[src/rtl/nina_pkg.sv]
`default_nettype none
// ============================================================================
// nina_pkg : shared types and constants for the d=1,k=1 NINA datapath
// Rev 1.0  : initial release
// ============================================================================
package nina_pkg;

    localparam int NINA_SHARES = 2;
    localparam int NINA_COPIES = 3;

    typedef logic [NINA_COPIES-1:0] share_t;

    typedef enum logic [0:0] {
        RUN   = 1'b0,
        ALARM = 1'b1
    } state_t;

    // A share is fault-free only when all of its copies agree.
    function automatic logic is_consistent(input share_t s);
        return (s == '0) || (s == '1);
    endfunction

endpackage
`default_nettype wire

[src/rtl/nina_maj3.sv]
`default_nettype none
// ============================================================================
// nina_maj3 : 3-input majority voter, one instance per share
// Rev 1.0   : initial release
// ============================================================================
module nina_maj3
    import nina_pkg::*;
(
    input  share_t x_i,
    output logic   y_o
);

    assign y_o = (x_i[0] & x_i[1]) | (x_i[0] & x_i[2]) | (x_i[1] & x_i[2]);

endmodule
`default_nettype wire

[src/rtl/nina_decoder_d1_k1.sv]
`default_nettype none
// ============================================================================
// nina_decoder_d1_k1 : 2-stage majority-correcting share decoder with fault
//                      counter and sticky alarm
// Rev 1.0            : initial release
// ============================================================================
module nina_decoder_d1_k1
    import nina_pkg::*;
#(
    parameter int CNT_W        = 8,
    parameter int ALARM_THRESH = 4
) (
    input  logic             clk,
    input  logic             reset,
    input  logic             in_valid,
    output logic             in_ready,
    input  share_t           port_a_0,
    input  share_t           port_a_1,
    output logic             out_valid,
    input  logic             out_ready,
    output logic             port_z,
    output logic             out_fault,
    output logic [CNT_W-1:0] fault_cnt,
    output logic             alarm,
    input  logic             clear_alarm
);

    localparam logic [CNT_W-1:0] THRESH_C = CNT_W'(ALARM_THRESH);
    localparam logic [CNT_W-1:0] CNT_MAX  = '1;

    state_t             state_q;
    logic               a_valid_q;
    share_t             a_sh_q [NINA_SHARES];
    logic               b_valid_q;
    logic               z_q;
    logic               fault_q;
    logic [CNT_W-1:0]   fault_cnt_q;
    logic [CNT_W-1:0]   fault_cnt_d;
    logic [CNT_W-1:0]   cnt_inc;
    logic               alarm_q;

    logic [NINA_SHARES-1:0] maj;
    logic [NINA_SHARES-1:0] sh_bad;
    logic                   vote_z;
    logic                   vote_fault;
    logic                   b_ready;
    logic                   a_ready;
    logic                   in_xfer;
    logic                   ab_xfer;
    logic                   trip;

    // Each share is corrected on its own; shares only meet after the vote.
    for (genvar s = 0; s < NINA_SHARES; s++) begin : g_share
        nina_maj3 u_maj (
            .x_i (a_sh_q[s]),
            .y_o (maj[s])
        );
        assign sh_bad[s] = !is_consistent(a_sh_q[s]);
    end

    assign vote_z     = ^maj;
    assign vote_fault = |sh_bad;

    assign b_ready  = !b_valid_q | out_ready;
    assign a_ready  = !a_valid_q | b_ready;
    assign in_ready = a_ready & (state_q == RUN);
    assign in_xfer  = in_valid & in_ready;
    assign ab_xfer  = a_valid_q & b_ready;

    assign cnt_inc     = (fault_cnt_q == CNT_MAX) ? fault_cnt_q : fault_cnt_q + CNT_W'(1);
    assign fault_cnt_d = (ab_xfer & vote_fault) ? cnt_inc : fault_cnt_q;
    assign trip        = (state_q == RUN) & ab_xfer & vote_fault & (cnt_inc >= THRESH_C);

    always_ff @(posedge clk or negedge reset) begin
        if (!reset) begin
            state_q     <= RUN;
            a_valid_q   <= 1'b0;
            a_sh_q[0]   <= '0;
            a_sh_q[1]   <= '0;
            b_valid_q   <= 1'b0;
            z_q         <= 1'b0;
            fault_q     <= 1'b0;
            fault_cnt_q <= '0;
            alarm_q     <= 1'b0;
        end else begin
            case (state_q)
                RUN: begin
                    fault_cnt_q <= fault_cnt_d;
                    if (trip) begin
                        // Triggering beat and anything behind it are discarded.
                        state_q   <= ALARM;
                        alarm_q   <= 1'b1;
                        a_valid_q <= 1'b0;
                        b_valid_q <= 1'b0;
                        z_q       <= 1'b0;
                        fault_q   <= 1'b0;
                    end else begin
                        if (in_xfer) begin
                            a_valid_q <= 1'b1;
                            a_sh_q[0] <= port_a_0;
                            a_sh_q[1] <= port_a_1;
                        end else if (ab_xfer) begin
                            a_valid_q <= 1'b0;
                        end
                        if (ab_xfer) begin
                            b_valid_q <= 1'b1;
                            z_q       <= vote_z;
                            fault_q   <= vote_fault;
                        end else if (out_ready) begin
                            b_valid_q <= 1'b0;
                        end
                    end
                end
                ALARM: begin
                    if (clear_alarm) begin
                        state_q     <= RUN;
                        alarm_q     <= 1'b0;
                        fault_cnt_q <= '0;
                    end
                end
                default: state_q <= RUN;
            endcase
        end
    end

    assign out_valid = b_valid_q;
    assign port_z    = z_q;
    assign out_fault = fault_q;
    assign fault_cnt = fault_cnt_q;
    assign alarm     = alarm_q;

endmodule
`default_nettype wire

[config.mk]
export PLATFORM = sky130hd
export DESIGN_NAME = nina_decoder_d1_k1
export DESIGN_NICKNAME = d
export VERILOG_FILES = /design/src/rtl/nina_pkg.sv /design/src/rtl/nina_maj3.sv /design/src/rtl/nina_decoder_d1_k1.sv
export SDC_FILE = /design/constraint.sdc
export NUM_CORES = 1
export LEC_CHECK = 0
export CAP_MARGIN = 20
export CORE_MARGIN = 1.5
export CORE_UTILIZATION = 49
export DETAILED_ROUTE_END_ITERATION = 16
export GPL_ROUTABILITY_DRIVEN = 1
export GPL_TIMING_DRIVEN = 0
export PLACE_DENSITY = 0.87
export SYNTH_ARGS = -nofsm -noshare
export SYNTH_HDL_FRONTEND = slang
export SYNTH_SLANG_ARGS = --single-unit
export TNS_END_PERCENT = 100
[constraint.sdc]
create_clock -name clk -period 3.27 [get_ports clk]
set_clock_uncertainty 0.15 [all_clocks]
set_input_delay 0.327 -clock clk [delete_from_list [all_inputs] [get_ports clk]]
set_output_delay 0.327 -clock clk [all_outputs]
set_load 0.03 [all_outputs]
=== Word level (Yosys, flattened, before mapping) ===
Cells that the tools add are included.

* Flip-flop bits (word level): 20
* Input port bits: 11
* Output and inout bits: 13
* Logic and storage cells: 77

* Mux-type cells: 20
* Reductions and logical operators: 19
* $lt $le $gt $ge: 1
* Eq/ne operators: 6
* Add/subtract/negate cells: 1
* Bitwise gates (word level): 21

{| class="wikitable"
|+ Operators with widths
! kind !! number
|-
| $mux W8 || 3
|-
| $pmux W8 S2 || 1
|-
| $mux W1 || 14
|-
| $and A1 B1 Y1 || 13
|-
| $reduce_and A2 Y1 || 5
|-
| $add A8 B1 Y8 const B || 1
|-
| $eq A8 B8 Y1 const B || 1
|-
| $ge A8 B3 Y1 const B || 1
|-
| $eq A3 B3 Y1 const B || 2
|-
| $logic_not A3 Y1 || 2
|-
| $or A1 B1 Y1 || 6
|-
| $reduce_bool A3 Y1 || 2
|-
| $logic_not A1 Y1 || 4
|-
| $ne A2 B2 Y1 const B || 2
|-
| $pmux W1 S2 || 2
|-
| $reduce_and A3 Y1 || 1
|-
| $logic_or A1 B1 Y1 || 2
|-
| $ne A2 B1 Y1 const B || 1
|-
| $not A1 Y1 || 2
|-
| $reduce_bool A2 Y1 || 1
|-
| $reduce_or A2 Y1 || 1
|-
| $reduce_xor A2 Y1 || 1
|}

=== Logic depth before layout (Yosys ltp) ===
Gate-level depths: netlist (run 1).

* Depth after elaboration: 8
* Mapped depth: 6
* Gate-level depth less buffers: 6

=== By module ===
From an unflattened synthesis (run 1), not the netlist that was laid out.

* Cell total of the unflattened synthesis: 140
* Area, all modules: 1298.7 um^2

{| class="wikitable"
|+ Modules (own cells, without submodules)
! module !! cells each !! instances !! area an instance (um^2)
|-
| nina_decoder_d1_k1 || 138 || 1 || 1276.2
|-
| nina_maj3 || 1 || 2 || 11.3
|}

=== Least setup slack after synthesis (run 1) ===
No wires, ideal clock.

* Path kind: reg-to-reg
* Start: register fault_cnt_q[0], in the netlist fault_cnt[0]
* End: register a_sh_q[0] in the netlist's numbering
* Setup slack: 0.590 ns
* Stages on the path, launching flop included: 7
* Required time: 2.995 ns
* Setup time: 0.125 ns
* Buffers on the path: 0
* Arrival time: 2.406 ns
* Cells stage by stage: dfrtp_1 ha_1 or3_1 o31a_1 or4_4 a31oi_4 mux2_2

* Word-level cells in the longest chain between the ends: 6

{| class="wikitable"
|+ Ends and longest elaborated chain
! what !! line !! text
|-
| start: declaration || nina_decoder_d1_k1.sv:37 || <nowiki>logic [CNT_W-1:0] fault_cnt_q;</nowiki>
|-
| start signal: assignment || nina_decoder_d1_k1.sv:88 || <nowiki>fault_cnt_q <= fault_cnt_d;</nowiki>
|-
| $add A8 B1 Y8 or $eq A8 B8 Y1 (tied branches) || nina_decoder_d1_k1.sv:70 || <nowiki>assign cnt_inc = (fault_cnt_q == CNT_MAX) ? fault_cnt_q : fault_cnt_q + CNT_W'(1);</nowiki>
|-
| $mux W8 (*) || nina_decoder_d1_k1.sv:70 ||
|-
| $ge A8 B3 Y1 (*) || nina_decoder_d1_k1.sv:72 || <nowiki>assign trip = (state_q == RUN) & ab_xfer & vote_fault & (cnt_inc >= THRESH_C);</nowiki>
|-
| $and A1 B1 Y1 (*) || nina_decoder_d1_k1.sv:72 ||
|-
| $not A1 Y1 (no line) (*) || -- ||
|-
| $reduce_and A3 Y1 (no line) (*) || -- ||
|-
| end: declaration || nina_decoder_d1_k1.sv:33 || <nowiki>share_t a_sh_q [NINA_SHARES];</nowiki>
|}

Mark *: on every way between the ends. The rest lies on a longest branch, timed or not.
A chain may end at the register's enable or synchronous reset.

=== Worst setup path in the final report (run 1) ===
* Start: register fault_cnt_q[0], in the netlist fault_cnt[0]
* End: register a_sh_q[1] in the netlist's numbering

Same word-level chain as after synthesis.

==> results.md, run 1 <==
- Area grow syn2layout: 28.1%
- Final core utilization: 68.3%
- Final Power: 0.00123 W
- Status: completed
- CTS tree: done
- Drt first pass iters: 4
- Resized Gates After CTS: 0
- CP endpoint kind: register
- GR peak layer: met2
- Die H: 49.7 µm
- Non-filler cells, final: 156
- CP max-delay cell: or4_4
- WS Path Type: register to register
- HP Class: register to register
- Drt drc: 0
- Startpoint types: register
- Clock slew at reported path FFs: 0.11 ns
- Die Area: 0.00247 mm²
- Cells after synthesis: 102
- Area of the multi-input gates: 537 µm²
- Port bufs: 23
- Number of max-cap violations: 0
- Setup violations, final: 0
- Syn Nets: 114
- Met2 GRT Util: 33.8%
- XOR/XNOR share of the synthesized area: 1.64%
- Fin crit share: 82.3%
- Rows: 16
- Via count: 926
- Sequential fraction of the synthesis area: 46.9%
- Complex-gate fraction of the synthesized area: 16.8%
- Post-synth cell types: 39
- Global routing usage on met3: 3.03%
- TritonCTS Buffers: 3
- Htree depth: 1
- Main combinational cell family by area after synthesis: simple AND/OR/NAND/NOR gates
- Detailed placement HPWL: 1580 µm
- Final WL: 2190 µm
- FF+latch area: 500 µm²
- Skew-Pair Late Insertion Delay: 0.30 ns
- # diodes: 0
- Root buf cell: clkbuf_4
- WL/cell: 14.0 µm
- Layout cell share with drive strength beyond 1: 10.9%
- Sum Neg Setup Slack: 0 ns
- Nets: 142
- Core area: 0.00200 mm²
- First-pass GRT wire length: 3990 µm
- Die width: 49.7 µm
- Worst endpoint required time: 3.32 ns
- Final hold vios: 0
- Synth Area in Simple Gates: 19.6%
- Avg Cell Area, Syn: 10.5 µm²
- Max stage delay on crit path: 0.56 ns
- Initial antenna violation count: 0
- Met1 Use GR: 27.8%
- CTS Sinks: 20
- Yosys reg bits: 20
- Final GP Congestion: 0.762
- Largest net degree at the start of global routing: 21
- Synth Area in Adders: 3.05%
- PD cells: 899 mW/mm²
- I/O pin count: 24
- Pleak: 0.591 nW
- Hold buffers post-CTS: 0
- Max VDD drop: 0.592 mV
- Final ANT Viol Nets: 0
- CP Data Arrival Time: 2.74 ns
- RSZ-0062 raised after global routing: no
- Worst Tran Pin Value: 0.847 ns
- Fmax: 372 MHz
- Critical path peak fanout: 6
- Postcts setup bufs: 0
- Total gr overflow: 0
- Number of instances in the placed design: 152
- Initial Util: 53.3%
- Drt first-iter violations: 16
- Max Slew Vio Count: 0
- Mux cell area share after synthesis: 9.26%
- Vias in the first global route: 921
- Synth Cell Area: 0.00107 mm²
- CP cell instances: ha_1 > or3_1 > o31a_1 > or4_4 > a31oi_4 > mux2_2
- Max clock buf depth: 2
- Synth Warn #: 0
- Fill cell count: 166
- Final min period: 2.69 ns
- Post-detailed-route via-to-cell ratio: 5.94
- Tot GR Track Use: 20.8%
- Rel. slew slack: 43.4%
## state kept, by name, summed over array words and instances (netlist names)
register and flops:
a_valid_q 1, out_fault 1, alarm 1, a_sh_q 6, port_z 1, state_q 1
fault_cnt 8, out_valid 1
## metrics by stage
stage	setup WS (ns)	area [µm²]	hold slack [ns]
2_1_floorplan	0.590	1070	-0.119
3_3_place_gp	0.650	1330	0.314
3_5_place_dp	0.590	1330	0.322
4_1_cts	0.570	1370	0.347
5_1_grt	0.481	1370	0.376
6_report	0.579	1370	0.341
## layer usage
metal | up-vias | part of all wire [%]
li1 | 437 | -
met1 | 442 | 45
met2 | 38 | 47
met3 | 9 | 5.5
met4 | 0 | 2.6
met5 | - | 0
## synthesized netlist by cell type, drive strengths merged
cell type / number / area share (%)
a31oi: 2 / 2.6
or3: 2 / 1.2
clkbuf: 1 / 0.35
nor2b: 3 / 1.8
maj3: 2 / 1.9
nor3: 6 / 2.8
inv: 4 / 1.4
nand2b: 2 / 1.2
o21ai: 5 / 2.3
dfrtp: 20 / 47
mux2i: 2 / 1.9
nand3: 2 / 0.94
nand4: 2 / 1.2
a41oi: 1 / 0.82
mux2: 7 / 7.4
o22ai: 1 / 0.59
o41ai: 1 / 0.82
o211a: 1 / 0.94
a211oi: 2 / 1.4
and3: 3 / 1.8
o311ai: 1 / 0.82
o211ai: 1 / 0.70
a21o: 3 / 2.1
a21oi: 1 / 0.47
ha: 1 / 1.2
o31a: 1 / 0.82
nor2: 5 / 1.8
o31ai: 1 / 0.70
or4: 2 / 1.8
buf: 1 / 1.1
or2: 1 / 0.59
and2: 1 / 0.59
a311oi: 1 / 0.82
nor4bb: 1 / 0.94
nand2: 9 / 3.2
o22a: 1 / 0.82
xnor2: 2 / 1.6
## critical path, delay by kind of cell (launching register included)
kind | cells | cell delay, ns
AOI/OAI and AO/OA | 2 | 0.42
adders and majority gates | 1 | 0.28
and+or+nand+nor | 2 | 0.92
muxes | 1 | 0.37
DFF | 1 | 0.44
## worst paths after layout
path | end | depth (start not counted) | slack [ns] | from
min in group asynchronous | out_valid | 1 | 0.35 | reset
max in group asynchronous | a_sh_q[1] | 1 | 2.10 | reset
worst max-delay path | a_sh_q[1] | 6 | 0.58 | fault_cnt[0]
worst min-delay path | out_fault | 2 | 0.34 | out_fault
worst min register to register | out_fault | 2 | 0.34 | out_fault
worst max register to register | a_sh_q[1] | 6 | 0.58 | fault_cnt[0]
## kinds of logic (layout without fill, tap and decap cells)
| family | Yosys count | after routing |
|---|---|---|
| AND/OR/NAND/NOR | 39 | 39 |
| XOR/XNOR | 2 | 2 |
| multiplexers | 9 | 9 |
| AO/OA/AOI/OAI | 23 | 23 |
| adder cells (fa/ha/maj) | 3 | 3 |
| flip-flops | 20 | 20 |
| buffers and inverters | 6 | 33 |
## where the power goes
group | total [W] | internal (W) | switching [W] | leakage [nW]
Clock | 0.000144 | 0.0000680 | 0.0000762 | 0.0210
Combinational | 0.000655 | 0.000308 | 0.000347 | 0.319
Sequential | 0.000430 | 0.000345 | 0.0000855 | 0.251
## layout make-up
cell class / instances / area share [%]
inverter: 4 / 1.10
buffer: 2 / 1.10
timing repair buffer: 23 / 16.8
sequential: 20 / 36.6
multi-input combinational: 76 / 39.2
tap: 27 / 2.47
clock buffer: 4 / 2.65
## layout by cell type, fill, tap and decap left out, types with 3 or more instances in the layout
master           netlist  final
a21o_1                 3      3
and3_1                 3      3
clkbuf_4               0      3
clkdlybuf4s50_1        0     23
dfrtp_1               20     20
inv_1                  4      4
mux2_2                 7      7
nand2_1                9      9
nor2_1                 5      5
nor2b_1                3      3
nor3_1                 6      6
o21ai_0                5      5
(Power assumes the default switching activity.)
==> run 2: changes to the inputs <==
--- a/config.mk
+++ b/config.mk
@@ -7,11 +7,11 @@
 export LEC_CHECK = 0
 export CAP_MARGIN = 20
 export CORE_MARGIN = 1.5
-export CORE_UTILIZATION = 49
+export CORE_UTILIZATION = 44
 export DETAILED_ROUTE_END_ITERATION = 16
 export GPL_ROUTABILITY_DRIVEN = 1
 export GPL_TIMING_DRIVEN = 0
-export PLACE_DENSITY = 0.87
+export PLACE_DENSITY = 0.83
 export SYNTH_ARGS = -nofsm -noshare
 export SYNTH_HDL_FRONTEND = slang
 export SYNTH_SLANG_ARGS = --single-unit
==> constraint.sdc (replaced) <==
create_clock -name clk -period 2.26 [get_ports clk]
set_clock_uncertainty 0.15 [all_clocks]
set_input_delay 0.226 -clock clk [delete_from_list [all_inputs] [get_ports clk]]
set_output_delay 0.226 -clock clk [all_outputs]
set_load 0.03 [all_outputs]
==> run 2 against run 1 <==
Net effect: the run now ends with negative setup slack left; hold slack worse by 0.071 ns; register-to-register slack got worse by 0.71 ns; critical path depth increased by 1; utilization shrank 1.6 points; count of clock-buffer cells in the layout unchanged; sequential cell count did not move; cell area is 10% higher; cell count up 5.1%; sequential share of layout area is 2.9 points lower; global-route usage down 0.56 points; die area rose by 11%; setup slack worse by 0.71 ns; largest cell class unchanged; largest power group unchanged.
==> results.md, run 2 (synthesized netlist as in run 1, its figures left out) <==
- Rel. slew slack: 39.1% (-4.2 points)
- I/O pin count: 24 (unchanged)
- Largest net degree at the start of global routing: 21 (unchanged)
- Max clock buf depth: 2 (unchanged)
- FF-to-FF setup slack: -0.13 ns (-0.71 ns)
- Startpoint types: register
- Worst Tran Pin Value: 0.910 ns (+0.0632 ns)
- Die Area: 0.00273 mm² (+11%)
- Violated checks: negative setup slack
- Initial Util: 47.3% (-6.0 points)
- TritonCTS Buffers: 3 (unchanged)
- Nets: 149 (+4.9%)
- Fill cell count: 193 (+16%)
- PD cells: 1350 mW/mm² (+50%)
- Final core utilization: 66.7% (-1.6 points)
- Final ANT Viol Nets: 0 (unchanged)
- Core area: 0.00225 mm² (+13%)
- Root buf cell: clkbuf_4
- Initial antenna violation count: 0 (unchanged)
- Drt first-iter violations: 36 (+20)
- Critical path peak fanout: 6 (unchanged)
- Number of max-cap violations: 0 (unchanged)
- # diodes: 0 (unchanged)
- Total gr overflow: 0 (unchanged)
- Final GP Congestion: 0.914 (+20%)
- Die width: 52.3 µm (+5.2%)
- Via count: 949 (+2.5%)
- WS Path Type: register to register
- Final hold vios: 0 (unchanged)
- Drt first pass iters: 4 (unchanged)
- Post-route worst setup slack: -0.131 ns (-0.710 ns)
- Detailed placement HPWL: 1710 µm (+8.6%)
- Skew-Pair Late Insertion Delay: 0.30 ns (about the same)
- Area grow syn2layout: 40.9%
- Rows: 17 (+1)
- CP endpoint kind: register
- CP Data Arrival Time: 2.44 ns (-0.30 ns)
- RSZ-0062 raised after global routing: yes
- Clock slew at reported path FFs: 0.11 ns (about the same)
- HP Class: input pin to asynchronous set/reset pin
- Max VDD drop: 0.764 mV (+29%)
- CTS tree: done
- First-pass GRT wire length: 4150 µm (+4.0%)
- WL/cell: 15.0 µm (+7.2%)
- Fmax: 418 MHz (+13%)
- Commonest non-fill, non-tap cell in the layout: clkdlybuf4s50_1
- Htree depth: 1 (unchanged)
- Worst endpoint required time: 2.31 ns (-1.01 ns)
- CTS Sinks: 20 (unchanged)
- Fin crit share: 106% (+23 points)
- R2R depth: 7 (+1)
- Pleak: 0.664 nW (+12%)
- Worst reg2reg startpoint: fault_cnt[1]
- Worst slack, placed: -0.290 ns (-0.879 ns)
- Drt drc: 0 (unchanged)
- Max reg flops: 8 (unchanged)
- Max Slew Vio Count: 0 (unchanged)
- Hold buffers post-CTS: 0 (unchanged)
- Layout cell share with drive strength beyond 1: 24.3% (+13 points)
- Final WL: 2470 µm (+13%)
- Setup violations, final: 9 (+9)
- Vias in the first global route: 983 (+6.7%)
- Port bufs: 23 (unchanged)
- R2r endpoint: a_sh_q[4]
- Most frequent cells in the layout: clkdlybuf4s50_1 (23), dfrtp_1 (15), nand2_1 (9)
- Post-detailed-route via-to-cell ratio: 5.79 (-2.5%)
- Tot GR Track Use: 20.2% (-0.56 points)
- Status: finished with violations
- Die H: 52.3 µm (+5.2%)
- Final min period: 2.39 ns (-0.300 ns)
run 2: how the worst max path moves through the flow:
stage,startpoint,end,slack [ns],depth (start not counted)
floorplan,fault_cnt[0],a_sh_q[0],-0.17,6
global placement,out_ready,fault_cnt[7],-0.27,7
detailed placement,out_ready,fault_cnt[7],-0.29,7
CTS,fault_cnt[1],a_sh_q[4],-0.16,7
global route,fault_cnt[1],a_sh_q[4],-0.20,7
finish,fault_cnt[1],a_sh_q[4],-0.13,7
run 2: critical path, stage by stage (launching register included):
cell and delay, ns:
dfrtp_2 0.46, ha_4 0.18, or3_1 0.30, o31a_1 0.11, or4_4 0.44, a31oi_4 0.20, buf_12 0.14, mux2_4 0.30
run 2: layout make-up:
| class | count | area [µm²] | share of cell area, % |
|---|---|---|---|
| repair buffers | 31 | 307 | 20.4 |
| inverters | 4 | 15.0 | 0.998 |
| plain buffers | 1 | 11.3 | 0.749 |
| multi-input cells | 76 | 603 | 40.1 |
| well taps | 28 | 35.0 | 2.33 |
| flip-flops and latches | 20 | 507 | 33.7 |
| clock buffers | 4 | 26.3 | 1.75 |
run 2: metrics by stage:
| step | instances | TNS (ns) | hold WS (ns) | power, W | instance area [µm²] |
|---|---|---|---|---|---|
| floorplan | 102 | -1.03 | -0.220 | 0.00135 | 1110 |
| global placement | 153 | -1.47 | 0.312 | 0.00160 | 1370 |
| detailed placement | 153 | -1.69 | 0.319 | 0.00164 | 1370 |
| CTS | 161 | -0.890 | 0.297 | 0.00191 | 1460 |
| global route | 164 | -1.59 | 0.348 | 0.00217 | 1500 |
| finish | 164 | -0.834 | 0.270 | 0.00203 | 1500 |
run 2: what timing repair did:
action	4_1_cts	5_1_grt
setup endpoints to repair	7	13
gates resized for setup	2	8
buffers inserted	5	3
pin swaps	1	3
run 2: power by group:
group / switching, W / internal [W]
Clock: 0.000112 / 0.0000689
Combinational: 0.000570 / 0.000635
Sequential: 0.000133 / 0.000506
Total: 0.000815 / 0.00121
run 2: metal layers:
layer | track usage, % | wire, µm | vias up
li1 | - | - | 450
met1 | 24.6 | 1090 | 467
met2 | 36.7 | 1250 | 28
met3 | 2.86 | 109 | 4
met4 | 6.41 | 25 | 0
met5 | 0 | 0 | -
